$ cat config.mk
export PLATFORM = sky130hd
export DESIGN_NAME = rle_stream_encoder
export DESIGN_NICKNAME = d
export VERILOG_FILES = /design/src/rtl/rle_pkg.sv /design/src/rtl/rle_token_fifo.sv /design/src/rtl/rle_stream_encoder.sv
export SDC_FILE = /design/constraint.sdc
export NUM_CORES = 1
export LEC_CHECK = 0
export CORE_ASPECT_RATIO = 0.9
export CORE_MARGIN = 2
export CORE_UTILIZATION = 35
export CTS_CLUSTER_SIZE = 12
export DETAILED_ROUTE_END_ITERATION = 16
export SLEW_MARGIN = 0
export SYNTH_ARGS = -nofsm -noshare
export SYNTH_HDL_FRONTEND = slang
export SYNTH_SLANG_ARGS = --single-unit
$ cat constraint.sdc
create_clock -name CLK -period 4 [get_ports CLK]
set_input_delay 0.8 -clock CLK [delete_from_list [all_inputs] [get_ports CLK]]
set_output_delay 0.8 -clock CLK [all_outputs]
set_load 0.05 [all_outputs]
$ cat src/rtl/rle_pkg.sv
// Shared definitions for the run-length token stream: token field layout and encoder states.
`ifndef RLE_PKG_SV
`define RLE_PKG_SV
`define TOKEN_W(sym_w, len_w) (2 + (sym_w) + (len_w))

package rle_pkg;

  typedef enum logic [1:0] {
    ST_IDLE  = 2'd0,
    ST_RUN   = 2'd1,
    ST_FLUSH = 2'd2
  } rle_state_t;

  localparam int LEN_LSB = 0;

  function automatic int token_w(input int sym_w, input int len_w);
    return `TOKEN_W(sym_w, len_w);
  endfunction

  function automatic int sym_lsb(input int len_w);
    return len_w;
  endfunction

  function automatic int eol_bit(input int sym_w, input int len_w);
    return sym_w + len_w;
  endfunction

  function automatic int eof_bit(input int sym_w, input int len_w);
    return sym_w + len_w + 1;
  endfunction

endpackage
`endif

$ cat src/rtl/rle_token_fifo.sv
// Synchronous FIFO for run tokens; output is valid whenever the FIFO is non-empty.
module rle_token_fifo #(
  parameter int WIDTH = 8,
  parameter int DEPTH = 8
) (
  input  logic                     i_clk,
  input  logic                     i_rst_n,
  input  logic                     i_push,
  input  logic [WIDTH-1:0]         i_data,
  input  logic                     i_pop,
  output logic [WIDTH-1:0]         o_data,
  output logic                     o_full,
  output logic                     o_empty,
  output logic [$clog2(DEPTH):0]   o_level
);
  localparam int AW = $clog2(DEPTH);
  localparam logic [AW:0] FULL_LVL = (AW + 1)'(DEPTH);

  logic [WIDTH-1:0] r_mem [DEPTH];
  logic [AW-1:0]    r_wr_ptr;
  logic [AW-1:0]    r_rd_ptr;
  logic [AW:0]      r_level;
  logic             w_do_push;
  logic             w_do_pop;

  assign o_full    = (r_level == FULL_LVL);
  assign o_empty   = (r_level == '0);
  assign o_level   = r_level;
  assign w_do_push = i_push && !o_full;
  assign w_do_pop  = i_pop && !o_empty;
  // Empty FIFO presents an all-zero word so the output is defined out of reset.
  assign o_data    = o_empty ? '0 : r_mem[r_rd_ptr];

  always_ff @(posedge i_clk) begin
    if (w_do_push) begin
      r_mem[r_wr_ptr] <= i_data;
    end
  end

  always_ff @(posedge i_clk or negedge i_rst_n) begin
    if (!i_rst_n) begin
      r_wr_ptr <= '0;
      r_rd_ptr <= '0;
      r_level  <= '0;
    end else begin
      if (w_do_push) r_wr_ptr <= r_wr_ptr + 1'b1;
      if (w_do_pop)  r_rd_ptr <= r_rd_ptr + 1'b1;
      case ({w_do_push, w_do_pop})
        2'b10:   r_level <= r_level + 1'b1;
        2'b01:   r_level <= r_level - 1'b1;
        default: r_level <= r_level;
      endcase
    end
  end

endmodule

$ cat src/rtl/rle_stream_encoder.sv
// Run-length encoder for class-label pixel streams; runs close on symbol change,
// length saturation, line end, end of frame, or an unexpected start of frame.
module rle_stream_encoder
  import rle_pkg::*;
#(
  parameter int SYM_W  = 2,
  parameter int LEN_W  = 10,
  parameter int LINE_W = 640,
  parameter int DEPTH  = 8
) (
  input  logic                             CLK,
  input  logic                             RST_N,
  input  logic [SYM_W-1:0]                 in_sym,
  input  logic                             in_valid,
  input  logic                             in_sop,
  input  logic                             in_eop,
  output logic                             in_ready,
  output logic [token_w(SYM_W, LEN_W)-1:0] out_token,
  output logic                             out_valid,
  input  logic                             out_ready,
  output logic                             frame_err,
  output logic [$clog2(DEPTH):0]           fifo_level
);
  localparam int TW    = token_w(SYM_W, LEN_W);
  localparam int XW    = (LINE_W > 1) ? $clog2(LINE_W) : 1;
  localparam int EOF_B = eof_bit(SYM_W, LEN_W);
  localparam int EOL_B = eol_bit(SYM_W, LEN_W);
  localparam int SYM_L = sym_lsb(LEN_W);
  localparam logic [LEN_W-1:0] LEN_MAX = '1;
  localparam logic [XW-1:0]    X_LAST  = XW'(LINE_W - 1);

  rle_state_t       r_state, w_state_next;
  logic [SYM_W-1:0] r_run_sym, w_run_sym_next;
  logic [LEN_W-1:0] r_run_len, w_run_len_next;
  logic [XW-1:0]    r_x, w_x_next, w_x_cur;
  logic             r_eof_pend, w_eof_pend_next;
  logic             r_frame_err, w_frame_err_next;
  logic             w_accept;
  logic             w_push;
  logic [TW-1:0]    w_push_tok;
  logic             w_fifo_full;
  logic             w_fifo_empty;

  function automatic logic [TW-1:0] pack_token(input logic eof, input logic eol,
                                               input logic [SYM_W-1:0] sym,
                                               input logic [LEN_W-1:0] len);
    logic [TW-1:0] tok;
    tok                    = '0;
    tok[EOF_B]             = eof;
    tok[EOL_B]             = eol;
    tok[SYM_L +: SYM_W]    = sym;
    tok[LEN_LSB +: LEN_W]  = len;
    return tok;
  endfunction

  assign in_ready  = (r_state != ST_FLUSH) && !w_fifo_full;
  assign w_accept  = in_valid && in_ready;
  assign w_x_cur   = in_sop ? '0 : r_x;
  assign out_valid = !w_fifo_empty;
  assign frame_err = r_frame_err;

  always_comb begin
    w_state_next     = r_state;
    w_run_sym_next   = r_run_sym;
    w_run_len_next   = r_run_len;
    w_x_next         = r_x;
    w_eof_pend_next  = r_eof_pend;
    w_frame_err_next = 1'b0;
    w_push           = 1'b0;
    w_push_tok       = '0;
    case (r_state)
      ST_IDLE, ST_RUN: begin
        if (w_accept) begin
          w_run_sym_next = in_sym;
          w_run_len_next = LEN_W'(1);
          if (r_state == ST_RUN) begin
            if (in_sop) begin
              // Start of frame inside an open run: close it as a truncated frame.
              w_push           = 1'b1;
              w_push_tok       = pack_token(1'b1, 1'b1, r_run_sym, r_run_len);
              w_frame_err_next = 1'b1;
            end else if ((in_sym == r_run_sym) && (r_run_len != LEN_MAX)) begin
              w_run_len_next = r_run_len + 1'b1;
            end else begin
              w_push     = 1'b1;
              w_push_tok = pack_token(1'b0, 1'b0, r_run_sym, r_run_len);
            end
          end
          if (in_eop || (w_x_cur == X_LAST)) begin
            w_state_next    = ST_FLUSH;
            w_x_next        = '0;
            w_eof_pend_next = in_eop;
          end else begin
            w_state_next = ST_RUN;
            w_x_next     = w_x_cur + 1'b1;
          end
        end
      end
      ST_FLUSH: begin
        if (!w_fifo_full) begin
          w_push          = 1'b1;
          w_push_tok      = pack_token(r_eof_pend, 1'b1, r_run_sym, r_run_len);
          w_state_next    = ST_IDLE;
          w_run_sym_next  = '0;
          w_run_len_next  = '0;
          w_eof_pend_next = 1'b0;
        end
      end
      default: w_state_next = ST_IDLE;
    endcase
  end

  always_ff @(posedge CLK or negedge RST_N) begin
    if (!RST_N) begin
      r_state     <= ST_IDLE;
      r_run_sym   <= '0;
      r_run_len   <= '0;
      r_x         <= '0;
      r_eof_pend  <= 1'b0;
      r_frame_err <= 1'b0;
    end else begin
      r_state     <= w_state_next;
      r_run_sym   <= w_run_sym_next;
      r_run_len   <= w_run_len_next;
      r_x         <= w_x_next;
      r_eof_pend  <= w_eof_pend_next;
      r_frame_err <= w_frame_err_next;
    end
  end

  rle_token_fifo #(
    .WIDTH(TW),
    .DEPTH(DEPTH)
  ) u_fifo (
    .i_clk   (CLK),
    .i_rst_n (RST_N),
    .i_push  (w_push),
    .i_data  (w_push_tok),
    .i_pop   (out_ready),
    .o_data  (out_token),
    .o_full  (w_fifo_full),
    .o_empty (w_fifo_empty),
    .o_level (fifo_level)
  );

endmodule

# Word level (Yosys, flattened, before mapping)
# Memories as Yosys holds them, arrays and structs flattened.
# Cells that the tools add are included.
# Widths: inputs -> output; s select.
word_totals:
  reg_bits: 36
  ramBits: 112
  inputBits: 8
  output_inout_bits: 21
  memories: 1
mem_list:
  columns: ["name", "depth", "word_bits", "rd", "rd_clocked_by_memory_dff", "wr", "line", "rtl"]
  rows:
  - ["u_fifo.r_mem", 8, 14, 1, 0, 1, "rle_token_fifo.sv:19", "logic [WIDTH-1:0] r_mem [DEPTH];"]
classes:
  addsub: 6
  eq_ne: 12
  mux: 38
  reduce_logical: 17
ops:
  columns: ["operator", "count"]
  rows:
  - ["$mux 10", 7]
  - ["$mux 14", 5]
  - ["$pmux 14 s2", 1]
  - ["$add 10x1->10 const B", 2]
  - ["$pmux 10 s2", 1]
  - ["$mux 1", 14]
  - ["$mux 12", 1]
  - ["$eq 10x10->1 const B", 1]
  - ["$ne 10x10->1 const B", 1]
  - ["$mux 2", 4]
  - ["$ne 2x2->1 const B", 4]
  - ["$pmux 2 s2", 2]
  - ["$pmux 4 s2", 1]
  - ["$add 3x1->3 const B", 2]
  - ["$logic_and 1x1->1", 5]
  - ["$add 4x1->4 const B", 1]
  - ["$eq 2x1->1 const B", 2]
  - ["$eq 2x2->1 const B", 2]
  - ["$eq 4x4->1 const B", 1]
  - ["$logic_not 4->1", 1]
  - ["$pmux 1 s2", 2]
  - ["$reduce_and 2->1", 2]
  - ["$reduce_and 4->1", 1]
  - ["$reduce_bool 2->1", 2]
  - ["7 further kinds", 8]

# Longest topological paths before layout
logic_depth:
  word_depth: 10
  ltp_mapped: 14
  ltp_nobuf: 12

# Hierarchy
# A second synthesis with hierarchy kept.
hier_totals:
  cells_unflattened: 416
  area_unflattened_um2: 6454.9
by_module_without_submodules:
  columns: ["mod", "instances", "cells_each", "area_each_um2", "seq_area_each_um2"]
  rows:
  - ["rle_token_fifo", 1, 237, 4857.2, 3613.5]
  - ["rle_stream_encoder", 1, 179, 1597.8, 650.6]

# Worst setup path after synthesis
# No wires, ideal clock.
synth_timing:
  path_kind: "register to register"
  startpoint: "register u_fifo.r_level[1], in the netlist u_fifo.o_level[1]"
  endpoint: "memory u_fifo.r_mem[6][0] (netlist name), enable pin"
  setup_ps: 432
  t_arrival_ps: 3274
  required_ps: 3568
  path_slack_ps: 294
  stages_incl_launch_ff: 7
  path_buffers: 2
  synth_period_minus_slack_ps: 3706
  path_cell_list: "dfrtp_1 -> buf_2 -> or4b_1 -> buf_2 -> nand3_2 -> a21o_4 -> a2111oi_1"
synth_between:
  elab_chain_cells: 9
  word_cells_on_any_way: 10
synth_lines:
  columns: ["element", "line", "rtl"]
  rows:
  - ["start: declaration", "rle_token_fifo.sv:22", "logic [AW:0] r_level;"]
  - ["start signal: assignment", "rle_token_fifo.sv:49", "2'b10: r_level <= r_level + 1'b1;"]
  - ["start signal: assignment", "rle_token_fifo.sv:50", "2'b01: r_level <= r_level - 1'b1;"]
  - ["start signal: assignment", "rle_token_fifo.sv:51", "default: r_level <= r_level;"]
  - ["$eq 4x4->1 *", "rle_token_fifo.sv:26", "assign o_full = (r_level == FULL_LVL);"]
  - ["$logic_not 1->1", "rle_token_fifo.sv:29, rle_stream_encoder.sv:56", null]
  - ["$logic_and 1x1->1", "rle_stream_encoder.sv:56", "assign in_ready = (r_state != ST_FLUSH) && !w_fifo_full;"]
  - ["$logic_and 1x1->1", "rle_stream_encoder.sv:57", "assign w_accept = in_valid && in_ready;"]
  - ["$mux 1", "rle_stream_encoder.sv:73", "if (w_accept) begin"]
  - ["$pmux 1 s2", "rle_stream_encoder.sv:71", "case (r_state)"]
  - ["$logic_and 1x1->1 *", "rle_token_fifo.sv:29", "assign w_do_push = i_push && !o_full;"]
  - ["$mux 1 *", "rle_token_fifo.sv:35", "if (w_do_push) begin"]
  - ["$mux 1 (implied by the code) *", "rle_token_fifo.sv:36", "r_mem[r_wr_ptr] <= i_data;"]
  - ["end: declaration", "rle_token_fifo.sv:19", null]
# Every way passes the cells marked *; elsewhere a longest branch is shown, timed or not.

# Worst setup path after layout
layout_timing:
  startpoint: "register u_fifo.r_rd_ptr[0]"
  endpoint: "output port out_token[4]"
layout_between:
  elab_chain_cells: 2
layout_lines:
  columns: ["element", "line", "rtl"]
  rows:
  - ["start: declaration", "rle_token_fifo.sv:21", "logic [AW-1:0] r_rd_ptr;"]
  - ["start signal: assignment", "rle_token_fifo.sv:47", "if (w_do_pop) r_rd_ptr <= r_rd_ptr + 1'b1;"]
  - ["$mem_v2 8x14", null, null]
  - ["$mux 14", "rle_token_fifo.sv:32", "assign o_data = o_empty ? '0 : r_mem[r_rd_ptr];"]
  - ["end: declaration", "rle_stream_encoder.sv:18", "output logic [token_w(SYM_W, LEN_W)-1:0] out_token,"]
# Every way passes these cells.

==> impl_metrics.csv <==
group,metric,value,unit
status,outcome,"complete, no violations",
global_routing,antenna_found_initial,0,
yosys,syn_nets,455,
finish,antennaDiodeCount,0,
floorplan,dieWidth,149.4,um
critical_path,required,3200,ps
sta,post-route-min-period,3559,ps
finish,n_fill_cell,1632,
drt,avgRoutedWirePerCell,18.15,um
clock_network,cts_tree,"yes",
finish,synthToLayoutAreaGrowth,18.43,%
place,hpwl,8576,um
floorplan,core,18520,um^2
drt,drt_iter0_markers,250,
critical_path,r2r_cells,11,
clock_network,cts_sinks,148,
global_routing,grt_pass1_vias,3910,
yosys,synth_area_leaders,"edfxtp_1 (51%), dfrtp_1 (14%), mux4_2 (9.5%)",
critical_path,cp-start-kind,"flop",
yosys,yosysTopAreaCell,"edfxtp_1",
critical_path,r2r-start,"u_fifo.o_level[2]",
sta,finalMaxSlewViolations,0,
place,gp_congestion,0.8458,
sta,fmax,281.0,MHz
global_routing,grt.overflow.total,0,
sta,setup_tns,0,ps
finish,nets,497,
critical_path,arrival,2760,ps
finish,post_route_cells_drive_above_1_share,0.1980,
sta,hold_violations,0,
drt,firstDrtPassIters,4,
clock_network,cts_hold_buf,0,
floorplan,num_rows,47,
global_routing,grt_pass1_wl,21560,um
critical_path,crit_path_max_incr_delay,700,ps
drt,vias,3861,
yosys,async_flop_share,0.2432,
clock_network,clk_pin_slew,70,ps
yosys,synth_edf_count,112,
floorplan,initial_core_util,0.3595,
place,io_buffers,28,
yosys,synth_ff_type,"edfxtp_1",
global_routing,grt_use_total,0.1447,
critical_path,critPathMaxFanout,10,
drt,wl,13430,um
yosys,synthCells,440,
sta,fin_crit_sh,0.8898,
yosys,yosysWarnings,0,
clock_network,cts_buffers,17,
critical_path,crit_type,"reg2out",
clock_network,clkLatencyLatePin,430,ps
yosys,syn_avg_cell_area,15.13,um^2
sta,clock_skew,10.28,ps
yosys,synth_area,6659,um^2
critical_path,cp_slowest_cell,"clkdlybuf4s50_1",
drt,drc,0,
sta,max_slew_margin,0.3782,
critical_path,crit_start,"u_fifo.r_rd_ptr[0]",
critical_path,r2r_setup_slack,890,ps
yosys,synth_common_cells,"edfxtp_1 (112), dfrtp_1 (36), nor2_1 (31)",
place,placed_cell_area,7300,um^2
clock_network,post_cts_resized,0,
yosys,synth_cell_types,64,
floorplan,pin_count,29,
drt,antenna_left,0,
power,p_per_area,726.7,nW/um^2
floorplan,fp.dieH,134.9,um
finish,postLayoutCellArea,7886,um^2
critical_path,cp-end-kind,"primary output",
drt,viasPerCell,5.218,
sta,setup_violations,0,
power,finalPower,0.005731,W
clock_network,clockBufferDepth,2,
run,maxCapViolations,0,
clock_network,htreeDepth,4,
global_routing,grt_max_degree,37,
power,peakVddDrop,0.0003432,V
floorplan,die-area,20150,um^2
clock_network,cts-root-buf,"clkbuf_16",
critical_path,cp_cell_sequence,"buf_4 > mux4_2 > mux2i_1 > nor2_1 > clkdlybuf4s50_1",
critical_path,reg2reg_to,"u_fifo.o_level[2]",
yosys,ys_seq_area_frac,0.6404,
clock_network,postCtsSetupBuffers,0,
sta,rsz0062_at_grt,"false",
sta,worstMarginPinSlew,924.4,ps
yosys,synth_top_area_share,0.5051,
yosys,yosysMostFrequentCell,"edfxtp_1",
power,cellLeakagePower,2.750,nW
finish,fin_util,0.4257,
yosys,synth-seq-cells,148,
hold_path,holdCritPathClass,"in2async",
## routing by layer
layer | routed length [um] | global-route usage | vias up
met1 | 6227 | 0.1911 | 1959
met2 | 6537 | 0.2332 | 74
met4 | 159 | 0.04709 | 0
met5 | 0 | 0 | -
met3 | 503 | 0.03919 | 15
li1 | - | - | 1813
## final cells by class
type / count / area (um^2) / share of cell area
Clock buffer: 17 / 425.4 / 0.05394
Timing Repair Buffer: 47 / 430.4 / 0.05458
Inverter: 8 / 30.03 / 0.003808
Multi-Input combinational cell: 260 / 2267 / 0.2875
Sequential cell: 148 / 4265 / 0.5409
Clock inverter: 15 / 161.4 / 0.02047
Tap cell: 245 / 306.5 / 0.03887
## layout by cell type (no fill, tap or decap), drive strengths merged, types with 4 or more instances in the layout
| cell | instances |
|---|---|
| nor2 | 31 |
| xnor2 | 4 |
| mux2i | 15 |
| buf | 20 |
| inv | 17 |
| edfxtp | 112 |
| nand4 | 4 |
| mux4 | 28 |
| a22o | 11 |
| a2111oi | 4 |
| a21boi | 12 |
| nor3 | 11 |
| a21oi | 13 |
| clkdlybuf4s50 | 27 |
| ha | 7 |
| clkbuf | 17 |
| nand2 | 20 |
| nand3 | 15 |
| and2 | 5 |
| xor2 | 6 |
| o31ai | 8 |
| dfrtp | 36 |
| nor2b | 9 |
| o21ai | 13 |
## kinds of logic (layout without fill, tap and decap cells)
| kind of cell | after synthesis | in the layout | synth area share |
|---|---|---|---|
| AND/OR/NAND/NOR | 118 | 118 | 0.09808 |
| multiplexers | 45 | 45 | 0.1206 |
| flip-flops | 148 | 148 | 0.6404 |
| AO/OA/AOI/OAI | 80 | 80 | 0.09282 |
| XOR/XNOR | 10 | 10 | 0.01315 |
| buffers and inverters | 32 | 87 | 0.02179 |
| adder cells (fa/ha/maj) | 7 | 7 | 0.01315 |
## registers in the layout (all words and copies together) (netlist names)
name	count
frame_err	1
r_eof_pend	1
r_run_len	10
r_run_sym	2
r_state	2
r_x	10
u_fifo.o_level	4
u_fifo.r_mem	112
u_fifo.r_rd_ptr	3
u_fifo.r_wr_ptr	3
## power by group
group	switching [W]	internal (W)
sequential	0.000217	0.00184
combinational	0.00124	0.000847
clock	0.000695	0.000886
total	0.00215	0.00358
## worst max path at each step
stage                               endpoint  slack (ps)  cells after the start
after global routing            out_token[4]         280                      5
after detailed placement   u_fifo.o_level[2]         420                     12
after global placement     u_fifo.o_level[2]         500                     12
final                           out_token[4]         440                      5
after floorplan           u_fifo.r_mem[6][0]         290                      6
after CTS                       out_token[4]         360                      5
## critical path: cells and delay by family (launching register included)
| family | cells | cell delay (ps) |
|---|---|---|
| buffers and inverters | 2 | 980 |
| DFF | 1 | 570 |
| muxes | 2 | 700 |
| and+or+nand+nor | 1 | 60 |
## per-stage QoR
step	cells	setup WS, ps	hold WS, ps
4_1_cts	740	362.9	485.0
6_report	740	440.8	463.6
2_1_floorplan	440	294.5	474.6
3_3_place_gp	708	503.3	509.6
3_5_place_dp	708	420.5	525.3
5_1_grt	740	277.2	524.6
(Power assumes the default switching activity.)
